### config.mk
export PLATFORM = sky130hd
export DESIGN_NAME = out_port_display
export DESIGN_NICKNAME = d
export VERILOG_FILES = /design/src/rtl/disp_pkg.sv /design/src/rtl/hex7seg.sv /design/src/rtl/out_port_display.sv
export SDC_FILE = /design/constraint.sdc
export NUM_CORES = 1
export LEC_CHECK = 0
export CAP_MARGIN = 20
export CORE_MARGIN = 2
export CORE_UTILIZATION = 45
export DETAILED_ROUTE_END_ITERATION = 8
export DONT_BUFFER_PORTS = 1
export GPL_TIMING_DRIVEN = 0
export PLACE_DENSITY = 0.59
export SYNTH_ARGS = -nofsm -noshare
export SYNTH_HDL_FRONTEND = slang
export SYNTH_SLANG_ARGS = --single-unit
export TNS_END_PERCENT = 5
### constraint.sdc
create_clock -name clk -period 2.6 [get_ports clk]
set_input_delay 0.13 -clock clk [delete_from_list [all_inputs] [get_ports clk]]
set_output_delay 0.13 -clock clk [all_outputs]
set_load 0.005 [all_outputs]
### src/rtl/disp_pkg.sv
// disp_pkg -- shared definitions for the 4-digit multiplexed hex display.
//
// Contents:
//   NUM_DIGITS  number of multiplexed digits
//   SEG_BLANK   segment pattern with every segment off (active-low)
//   AN_OFF      anode pattern with every digit off (active-low)
//   GLYPH       16-entry hex glyph table, bit order {g,f,e,d,c,b,a}, active-low
//   disp_out_t  bundle of the registered display pins
//   lead_zero() true when digit idx (>=1) and every more-significant digit are zero
//   anode_sel() active-low one-cold anode pattern for a digit index
package disp_pkg;

  localparam int NUM_DIGITS = 4;

  typedef logic [6:0] seg_t;
  typedef logic [NUM_DIGITS-1:0] anode_t;

  localparam seg_t   SEG_BLANK = 7'h7F;
  localparam anode_t AN_OFF    = 4'hF;

  // Hex glyphs, active-low, {g,f,e,d,c,b,a}. Lower-case b and d keep them
  // distinguishable from 8 and 0.
  localparam seg_t GLYPH [16] = '{
    7'b1000000, // 0
    7'b1111001, // 1
    7'b0100100, // 2
    7'b0110000, // 3
    7'b0011001, // 4
    7'b0010010, // 5
    7'b0000010, // 6
    7'b1111000, // 7
    7'b0000000, // 8
    7'b0010000, // 9
    7'b0001000, // A
    7'b0000011, // b
    7'b1000110, // C
    7'b0100001, // d
    7'b0000110, // E
    7'b0001110  // F
  };

  typedef struct packed {
    anode_t an_n;
    seg_t   seg_n;
    logic   dp_n;
  } disp_out_t;

  localparam disp_out_t DISP_OFF = '{an_n: AN_OFF, seg_n: SEG_BLANK, dp_n: 1'b1};

  // Digit 0 is never a leading zero so a value of zero still shows "0".
  function automatic logic lead_zero(input logic [15:0] val, input logic [1:0] idx);
    logic lz;
    lz = (idx != 2'd0);
    for (int d = 0; d < NUM_DIGITS; d++) begin
      if (d >= int'(idx) && val[4*d +: 4] != 4'h0) begin
        lz = 1'b0;
      end
    end
    return lz;
  endfunction

  function automatic anode_t anode_sel(input logic [1:0] idx);
    return ~(anode_t'(1) << idx);
  endfunction

endpackage

### src/rtl/hex7seg.sv
// hex7seg -- combinational hex nibble to 7-segment glyph decoder.
//
// Ports:
//   nib_i    4-bit hex value
//   seg_n_o  segments {g,f,e,d,c,b,a}, active-low
module hex7seg
  import disp_pkg::*;
(
  input  logic [3:0] nib_i,
  output logic [6:0] seg_n_o
);

  always_comb begin
    seg_n_o = GLYPH[nib_i];
  end

endmodule

### src/rtl/out_port_display.sv
// out_port_display -- latches a 16-bit CPU output-port value and shows it as
// four hex digits on a multiplexed, active-low 7-segment display.
//
// Parameters:
//   SCAN_DIV   clocks per digit slot (>= 4)
//   BLANK_CYC  dead-time clocks at the start of each slot with all anodes off
//   LZ_BLANK   1 = blank leading zeros on digits 1..3
//
// Ports:
//   clk       system clock, all state on the rising edge
//   rst_n     synchronous active-low reset
//   data_in   value to display
//   data_vld  strobe: data_in is captured on every edge where data_vld=1.
//             There is no ready; the display always accepts, and the last
//             strobed value wins.
//   an_n      digit anodes, active-low, an_n[0] = least-significant digit
//   seg_n     segments {g,f,e,d,c,b,a}, active-low
//   dp_n      decimal point, active-low (always off)
//   shown     currently latched display value
//
// The pins are registered from the current slot index, prescaler and latched
// value, so they lag those by one clock. Because the latched value and the
// slot index both update on the same edge, a strobe that lands on the slot
// tick is seen by the new slot in full -- never half old, half new.
module out_port_display
  import disp_pkg::*;
#(
  parameter int SCAN_DIV  = 50000,
  parameter int BLANK_CYC = 500,
  parameter int LZ_BLANK  = 1
) (
  input  logic        clk,
  input  logic        rst_n,
  input  logic [15:0] data_in,
  input  logic        data_vld,
  output logic [3:0]  an_n,
  output logic [6:0]  seg_n,
  output logic        dp_n,
  output logic [15:0] shown
);

  localparam int CNT_W = (SCAN_DIV > 1) ? $clog2(SCAN_DIV) : 1;
  localparam logic [CNT_W-1:0] CNT_LAST = CNT_W'(SCAN_DIV - 1);

  logic [15:0]      disp_q, disp_d;
  logic [CNT_W-1:0] cnt_q, cnt_d;
  logic [1:0]       idx_q, idx_d;
  disp_out_t        out_q, out_d;

  logic       tick;
  logic       dead;
  logic [3:0] cur_nib;
  logic [6:0] cur_glyph;

  // ---------------------------------------------------------------------------
  // Next-state for the latched value, prescaler and digit index
  // ---------------------------------------------------------------------------
  assign tick = (cnt_q == CNT_LAST);

  always_comb begin
    disp_d = disp_q;
    cnt_d  = cnt_q + 1'b1;
    idx_d  = idx_q;
    if (data_vld) begin
      disp_d = data_in;
    end
    if (tick) begin
      cnt_d = '0;
      idx_d = idx_q + 2'd1;
    end
  end

  // ---------------------------------------------------------------------------
  // Glyph for the digit currently being scanned
  // ---------------------------------------------------------------------------
  assign cur_nib = disp_q[{idx_q, 2'b00} +: 4];

  hex7seg u_hex7seg (
    .nib_i   (cur_nib),
    .seg_n_o (cur_glyph)
  );

  // Dead time at the start of every slot lets the previous digit's anode
  // turn fully off before the next digit's segments appear (no ghosting).
  assign dead = (32'(cnt_q) < BLANK_CYC);

  always_comb begin
    out_d = DISP_OFF;
    if (!dead) begin
      out_d.an_n = anode_sel(idx_q);
      // A blanked leading zero keeps its anode driven; only the segments go
      // dark, so the brightness duty of the visible digits is unchanged.
      if (LZ_BLANK != 0 && lead_zero(disp_q, idx_q)) begin
        out_d.seg_n = SEG_BLANK;
      end else begin
        out_d.seg_n = cur_glyph;
      end
    end
  end

  // ---------------------------------------------------------------------------
  // State registers; reset wins over a coincident data_vld
  // ---------------------------------------------------------------------------
  always_ff @(posedge clk) begin
    if (!rst_n) begin
      disp_q <= '0;
      cnt_q  <= '0;
      idx_q  <= '0;
      out_q  <= DISP_OFF;
    end else begin
      disp_q <= disp_d;
      cnt_q  <= cnt_d;
      idx_q  <= idx_d;
      out_q  <= out_d;
    end
  end

  assign an_n  = out_q.an_n;
  assign seg_n = out_q.seg_n;
  assign dp_n  = out_q.dp_n;
  assign shown = disp_q;

endmodule

==> results of run 1 <==
-- synthesized netlist by cell type (4+ instances only) --
cell type / number
inv_1: 9
nor4_1: 5
dfxtp_1: 45
nor3_1: 6
clkbuf_1: 4
xor2_1: 4
mux2i_1: 20
nor2_1: 18
nand3_1: 5
nor2b_1: 17
nand2_1: 11
nand4_1: 6
xnor2_1: 9
ha_1: 11
a21oi_1: 4
-- how the worst max path moves through the flow --
stage | start | slack, ns | end
floorplan | idx_q[0] | 0.56 | seg_n[3]
global placement | idx_q[0] | 0.40 | seg_n[3]
detailed placement | idx_q[0] | 0.39 | seg_n[3]
CTS | idx_q[0] | 0.38 | seg_n[3]
global route | idx_q[0] | 0.25 | seg_n[3]
finish | idx_q[0] | 0.38 | seg_n[3]
-- stage by stage --
stage | util (%) | hold slack (ns) | worst slack, ns
floorplan | - | 0.300 | 0.562
global placement | 48.0 | 0.303 | 0.400
detailed placement | 48.0 | 0.309 | 0.393
CTS | 49.7 | 0.00681 | 0.377
global route | 49.7 | 0.00895 | 0.246
finish | 49.7 | 0.0153 | 0.380
-- flip-flops by register name (all words and copies together) (netlist names) --
name	flops
shown	16
an_n	4
idx_q	2
seg_n	7
cnt_q	16
-- power groups by stage --
stage          clock network (mW)  registers (mW)  logic (mW)
2_1_floorplan                   0           0.740      0.0808
3_3_place_gp                    0           0.748      0.0950
3_5_place_dp                    0           0.749      0.0962
4_1_cts                     0.425           0.732      0.0963
5_1_grt                     0.456           0.736       0.110
6_report                    0.406           0.732      0.0954
-- layout make-up --
cell class	count	area share (%)
plain buffers	11	3.16
clock buffers	8	3.43
inverters	9	1.45
multi-input cells	153	50.5
flip-flops and latches	45	38.6
well taps	54	2.90
-- cells by family after synthesis --
logic type	share of synthesized area (%)
AO/OA/AOI/OAI	6.58
XOR/XNOR	5.21
adder cells (fa/ha/maj)	6.30
buffers and inverters	4.92
flip-flops	41.2
multiplexers	14.8
other	0.172
AND/OR/NAND/NOR	20.8
-- layer usage --
layer,up-vias,share of wire [%],global-route usage [%]
met5,-,0,0
met2,41,42,24.6
met1,702,51,24.2
li1,779,-,-
met3,2,6.6,5.49
met4,0,0.48,4.24
==> impl_metrics.toml, run 1 <==
[setup_path]
crit_family = "multiplexers"
rr_startpoint = "idx_q[0]"
worst_path_max_delay_cell = "mux4_1"
cp_cell_sequence = "buf_6 > mux4_1 > ha_1 > mux2_2 > a211o_1"
r2r-end = "seg_n[3]"
end_kind = "register"
required_ns = 2.77
path_depth = 5
worstPathArrival_ns = 2.39
path_buf_inv = 1
worstSetupStartpointType = "register"
crit_path_max_incr_delay_ns = 0.70
ff2ff_setup_slack_ns = 0.38
critPathKind = "reg -> reg"
crit_fanout = 8
worstRegToRegCells = 5

[routing]
vias = 1524
routed_via_density = 5.44
drtAntennaViolNets = 0
drt_iter0_markers = 52
wl_per_cell_um = 15.0
drc_errors = 0
routed_wl_mm = 4.19
firstDrtPassIters = 4

[timing]
setup-tns-final_ns = 0
rsz0062_at_grt = "no"
fin_crit_sh_pct = 85.4
tightestPinTransition_ns = 0.575
hold_viol = 0
min_period_ns = 2.22
setup_viol = 0
fmax_mhz = 450
slew_viol_final = 0
fin_skew_ns = 0.00575
slew_headroom_pct = 61.5

[floorplanning]
dieArea_um2 = 5430
start_util_pct = 46.6
die_w_um = 73.7
io_pins = 47
die_y_um = 73.7
rows = 25
core-area_um2 = 4690

[layout]
seq_area_um2 = 901
design_area_um2 = 2330
diodes = 0
fillCellCount = 454
layout_commonest_cell = "dfxtp_1"
nNetsFinal = 255
syn_to_final_growth_pct = 6.75
multi_input_area_um2 = 1180
drive_above_1_share_pct = 7.96
final_cells = 280
final_cell_mix = "45 x dfxtp_1, 20 x mux2i_1, 18 x nor2_1"

[hold_path]
min_delay_path_depth = 2
hp-start = "data_in[7]"
min_to = "shown[7]"
hold_path.class = "in -> reg"

[cts]
cts_max_level = 2
clk_latency_ns = 0.28
cts.path.max_buffers = 2
clock-sinks = 45
cts_setup_buffers = 0
cts.clk_slew.worst_paths_ns = 0.08
cts.repair.resized = 0
clock_tree.root_cell = "clkbuf_8"
holdBufCountCts = 0
cts_tree = "done"
numCtsBuffers = 5

[yosys]
syn_area_um2 = 2190
yosys-top-cells-area = "dfxtp_1 41%, mux2i_1 9.2%, ha_1 6.3%"
syn_avg_cell_area_um2 = 10.0
synth_nets = 248
ys_async_sr_fraction_pct = 0
synthCells = 218
synth.top_cell.area_share_pct = 41.2
yosysUniqueCellTypes = 44
ys_seq_area_share_pct = 41.2
synth_edf_count = 0
ys_warn_count = 0
synth_flop_cell = "dfxtp_1"
ys_ff_latch = 45
yosysTopAreaCell = "dfxtp_1"

[power]
swShare_pct = 23.3
power_frac_clock_pct = 32.9
leakagePower_nw = 0.874
p_per_area_nw_per_um2 = 528
p_total_mw = 1.23
comb_power_share_pct = 7.7
ir_worst_vdd_uv = 431
seq_power_share_pct = 59.3
switchingPower_mw = 0.288
power.internal_mw = 0.945

[placement]
gp_routability_congestion = 0.780
place_area_um2 = 2250
place_hpwl_mm = 3.16
place_inst = 272
portBuffers = 0

[global_route]
grt_first_pass_wirelength_mm = 7.09
grtUsageTotal_pct = 17.0
gr-total-overflow = 0
grt_start_max_net_pins = 13
antenna_found_initial = 0
grt_pass1_vias = 1428

[flow_run]
maxCapViolCount = 0

[run_status]
status = "completed"
Power figures use the tool's default switching activity.
==> inputs of run 2 (changes only) <==
--- a/config.mk
+++ b/config.mk
@@ -5,13 +5,14 @@
 export SDC_FILE = /design/constraint.sdc
 export NUM_CORES = 1
 export LEC_CHECK = 0
+export ABC_AREA = 1
 export CAP_MARGIN = 20
 export CORE_MARGIN = 2
 export CORE_UTILIZATION = 45
 export DETAILED_ROUTE_END_ITERATION = 8
 export DONT_BUFFER_PORTS = 1
 export GPL_TIMING_DRIVEN = 0
-export PLACE_DENSITY = 0.59
+export PLACE_DENSITY_LB_ADDON = 0.08
 export SYNTH_ARGS = -nofsm -noshare
 export SYNTH_HDL_FRONTEND = slang
 export SYNTH_SLANG_ARGS = --single-unit
==> constraint.sdc (replaced) <==
create_clock -name clk -period 1.8 [get_ports clk]
set_input_delay 0.09 -clock clk [delete_from_list [all_inputs] [get_ports clk]]
set_output_delay 0.09 -clock clk [all_outputs]
set_load 0.005 [all_outputs]
==> run 2 against run 1 <==
  * Combinational power grew 110%
  * Area after synthesis is 3.5% higher
  * Global-route usage increased by 2.0 points
  * Largest power group unchanged
  * Total power grew 59%
  * Critical path depth rose by 6
  * Clock skew about the same
  * Flip-flop and latch count did not move
  * Sequential share of layout area shrank 5.0 points
  * First-iteration DRC count is 83% higher
  * Sequential power up 45%
  * Highest routed layer unchanged
==> impl_metrics.toml, run 2 <==
[timing]
finalWorstSetupSlack_ns = 0.138
fmax_mhz = 602
rsz0062_at_grt = "no"
min_period_ns = 1.66
setup_viol = 0
fin_crit_sh_pct = 92.4
slew_viol_final = 0
hold_viol = 0
fin_skew_ns = 0.00575
setup-tns-final_ns = 0

[yosys]
syn_area_um2 = 2260
synth_flop_cell = "dfxtp_1"
synth_common_cells = "79 x nand2_1, 61 x nor2_1, 45 x dfxtp_1, 37 x nand3_1, 19 x inv_1"
ys_warn_count = 0
yosysUniqueCellTypes = 25
yosys-top-cells-area = "dfxtp_1 40%, nand2_1 13%, nor2_1 10%"
synthCells = 324
synth.top_cell.area_share_pct = 39.8
ys_ff_latch = 45
synth_edf_count = 0
yosysMostFrequentCell = "nand2_1"
ys_seq_area_share_pct = 39.8
syn_avg_cell_area_um2 = 6.98
yosysTopAreaCell = "dfxtp_1"
ys_async_sr_fraction_pct = 0
synth_nets = 354

[routing]
routed_via_density = 4.98
routed_wl_mm = 5.00
firstDrtPassIters = 4
drc_errors = 0
vias = 2105
wl_per_cell_um = 11.8
drt_iter0_markers = 95
drtAntennaViolNets = 0

[setup_path]
worst_path_max_delay_cell = "dfxtp_2"
worstPathArrival_ns = 1.84
worstSetupStartpointType = "register"
cp_cell_sequence = "buf_6 > inv_4 > nand2_1 > nand3_1 > nand2_2 > inv_1 > ha_1 > nand3_1 > nand2_1 > nand2_1 > nand3_1"
rr_startpoint = "idx_q[0]"
critPathKind = "reg -> reg"
crit_fanout = 11
crit_path_max_incr_delay_ns = 0.36
worstSetupStartpoint = "idx_q[0]"
end_kind = "register"
required_ns = 1.98

[global_route]
antenna_found_initial = 0
grtUsageTotal_pct = 19.0
gr-usage-met3_pct = 5.76
busiest_layer = "met2"
grt_start_max_net_pins = 14
gr-total-overflow = 0
met1_usage_pct = 26.0
grtUsageMet2_pct = 28.5
grt_first_pass_wirelength_mm = 8.18
grt_pass1_vias = 1817

[floorplanning]
io_pins = 47
rows = 25
dieArea_um2 = 5610
die_y_um = 74.9
start_util_pct = 47.3
core-area_um2 = 4790
die_w_um = 74.9

[layout]
final_cell_mix = "78 x nand2_1, 61 x nor2_1, 43 x dfxtp_1"
drive_above_1_share_pct = 11.5
layout_commonest_cell = "nand2_1"
final_core_util_pct = 56.2
syn_to_final_growth_pct = 19.0
nNetsFinal = 385
final_cells = 423
fillCellCount = 486
diodes = 0

[hold_path]
hp-start = "data_vld"
hold_path.class = "in -> reg"

[run_status]
status = "completed"

[cts]
cts_max_level = 2
cts.path.max_buffers = 2
clock_tree.root_cell = "clkbuf_8"
clk_latency_ns = 0.30
numCtsBuffers = 5
cts.clk_slew.worst_paths_ns = 0.08
clock-sinks = 45
cts_tree = "done"

[placement]
gp_routability_congestion = 0.810
portBuffers = 0
place_hpwl_mm = 3.50
place_inst = 391
post-place-ws_ns = 0.0346

[power]
p_per_area_nw_per_um2 = 727
ir_worst_vdd_uv = 476
p_total_mw = 1.96
leakagePower_nw = 1.10

[flow_run]
maxCapViolCount = 0
==> run 2: what timing repair did <==
action | 4_1_cts | 5_1_grt
setup endpoints to repair | 0 | 5
hold buffers | 22 | 0
buffers inserted | 0 | 2
hold endpoints to repair | 16 | 0
gates resized for setup | 0 | 4
==> run 2: path summary, 6_finish.rpt <==
path         endpoint  slack [ns]  depth (start not counted)
max          seg_n[5]        0.14                         11
max reg2reg  seg_n[5]        0.14                         11
min          shown[9]        0.06                          3
min reg2reg  cnt_q[0]        0.47                          1
==> run 2: area by class of cell <==
cell class / instances / area [µm²] / area share (%)
inverter: 25 / 96.3 / 3.58
clock buffer: 7 / 96.3 / 3.58
sequential: 45 / 903 / 33.6
tap: 67 / 83.8 / 3.11
multi-input combinational: 247 / 1220 / 45.5
timing repair buffer: 24 / 235 / 8.74
clock inverter: 1 / 5.00 / 0.186
buffer: 7 / 46.3 / 1.72
==> run 2: metal layers <==
layer | wire length [µm] | vias to the layer above
met5 | 0 | -
met4 | 71 | 0
met3 | 340 | 8
met2 | 2230 | 68
met1 | 2360 | 943
li1 | - | 1086
==> run 2: per-stage QoR <==
step / cell area, µm² / hold slack, ns
after floorplan: 2260 / 0.225
after global placement: 2350 / 0.229
after detailed placement: 2350 / 0.233
after CTS: 2670 / 0.0537
after global routing: 2690 / 0.109
final: 2690 / 0.0634
==> run 2: cells by family (layout without fill, tap and decap cells) <==
| logic type | count (synthesis) | count (layout) | share of synthesized area, % |
|---|---|---|---|
| DFF | 45 | 45 | 39.8 |
| other | 1 | 1 | 0.166 |
| adders and majority gates | 11 | 11 | 6.08 |
| xor gates and xnor gates | 4 | 4 | 1.55 |
| and+or+nand+nor | 201 | 201 | 39.6 |
| AOI/OAI and AO/OA | 30 | 30 | 6.64 |
| buffers and inverters | 32 | 64 | 6.14 |
==> run 2: worst max-delay path, delay by kind of cell (launching register included) <==
kind	cells	cell delay [ns]
buffers and inverters	3	0.32
adders and majority gates	1	0.22
DFF	1	0.36
and+or+nand+nor	7	0.62
==> run 2: power by group <==
group / switching [mW] / internal, mW
registers: 0.0360 / 1.03
clock network: 0.344 / 0.347
logic: 0.110 / 0.0943
total: 0.490 / 1.47
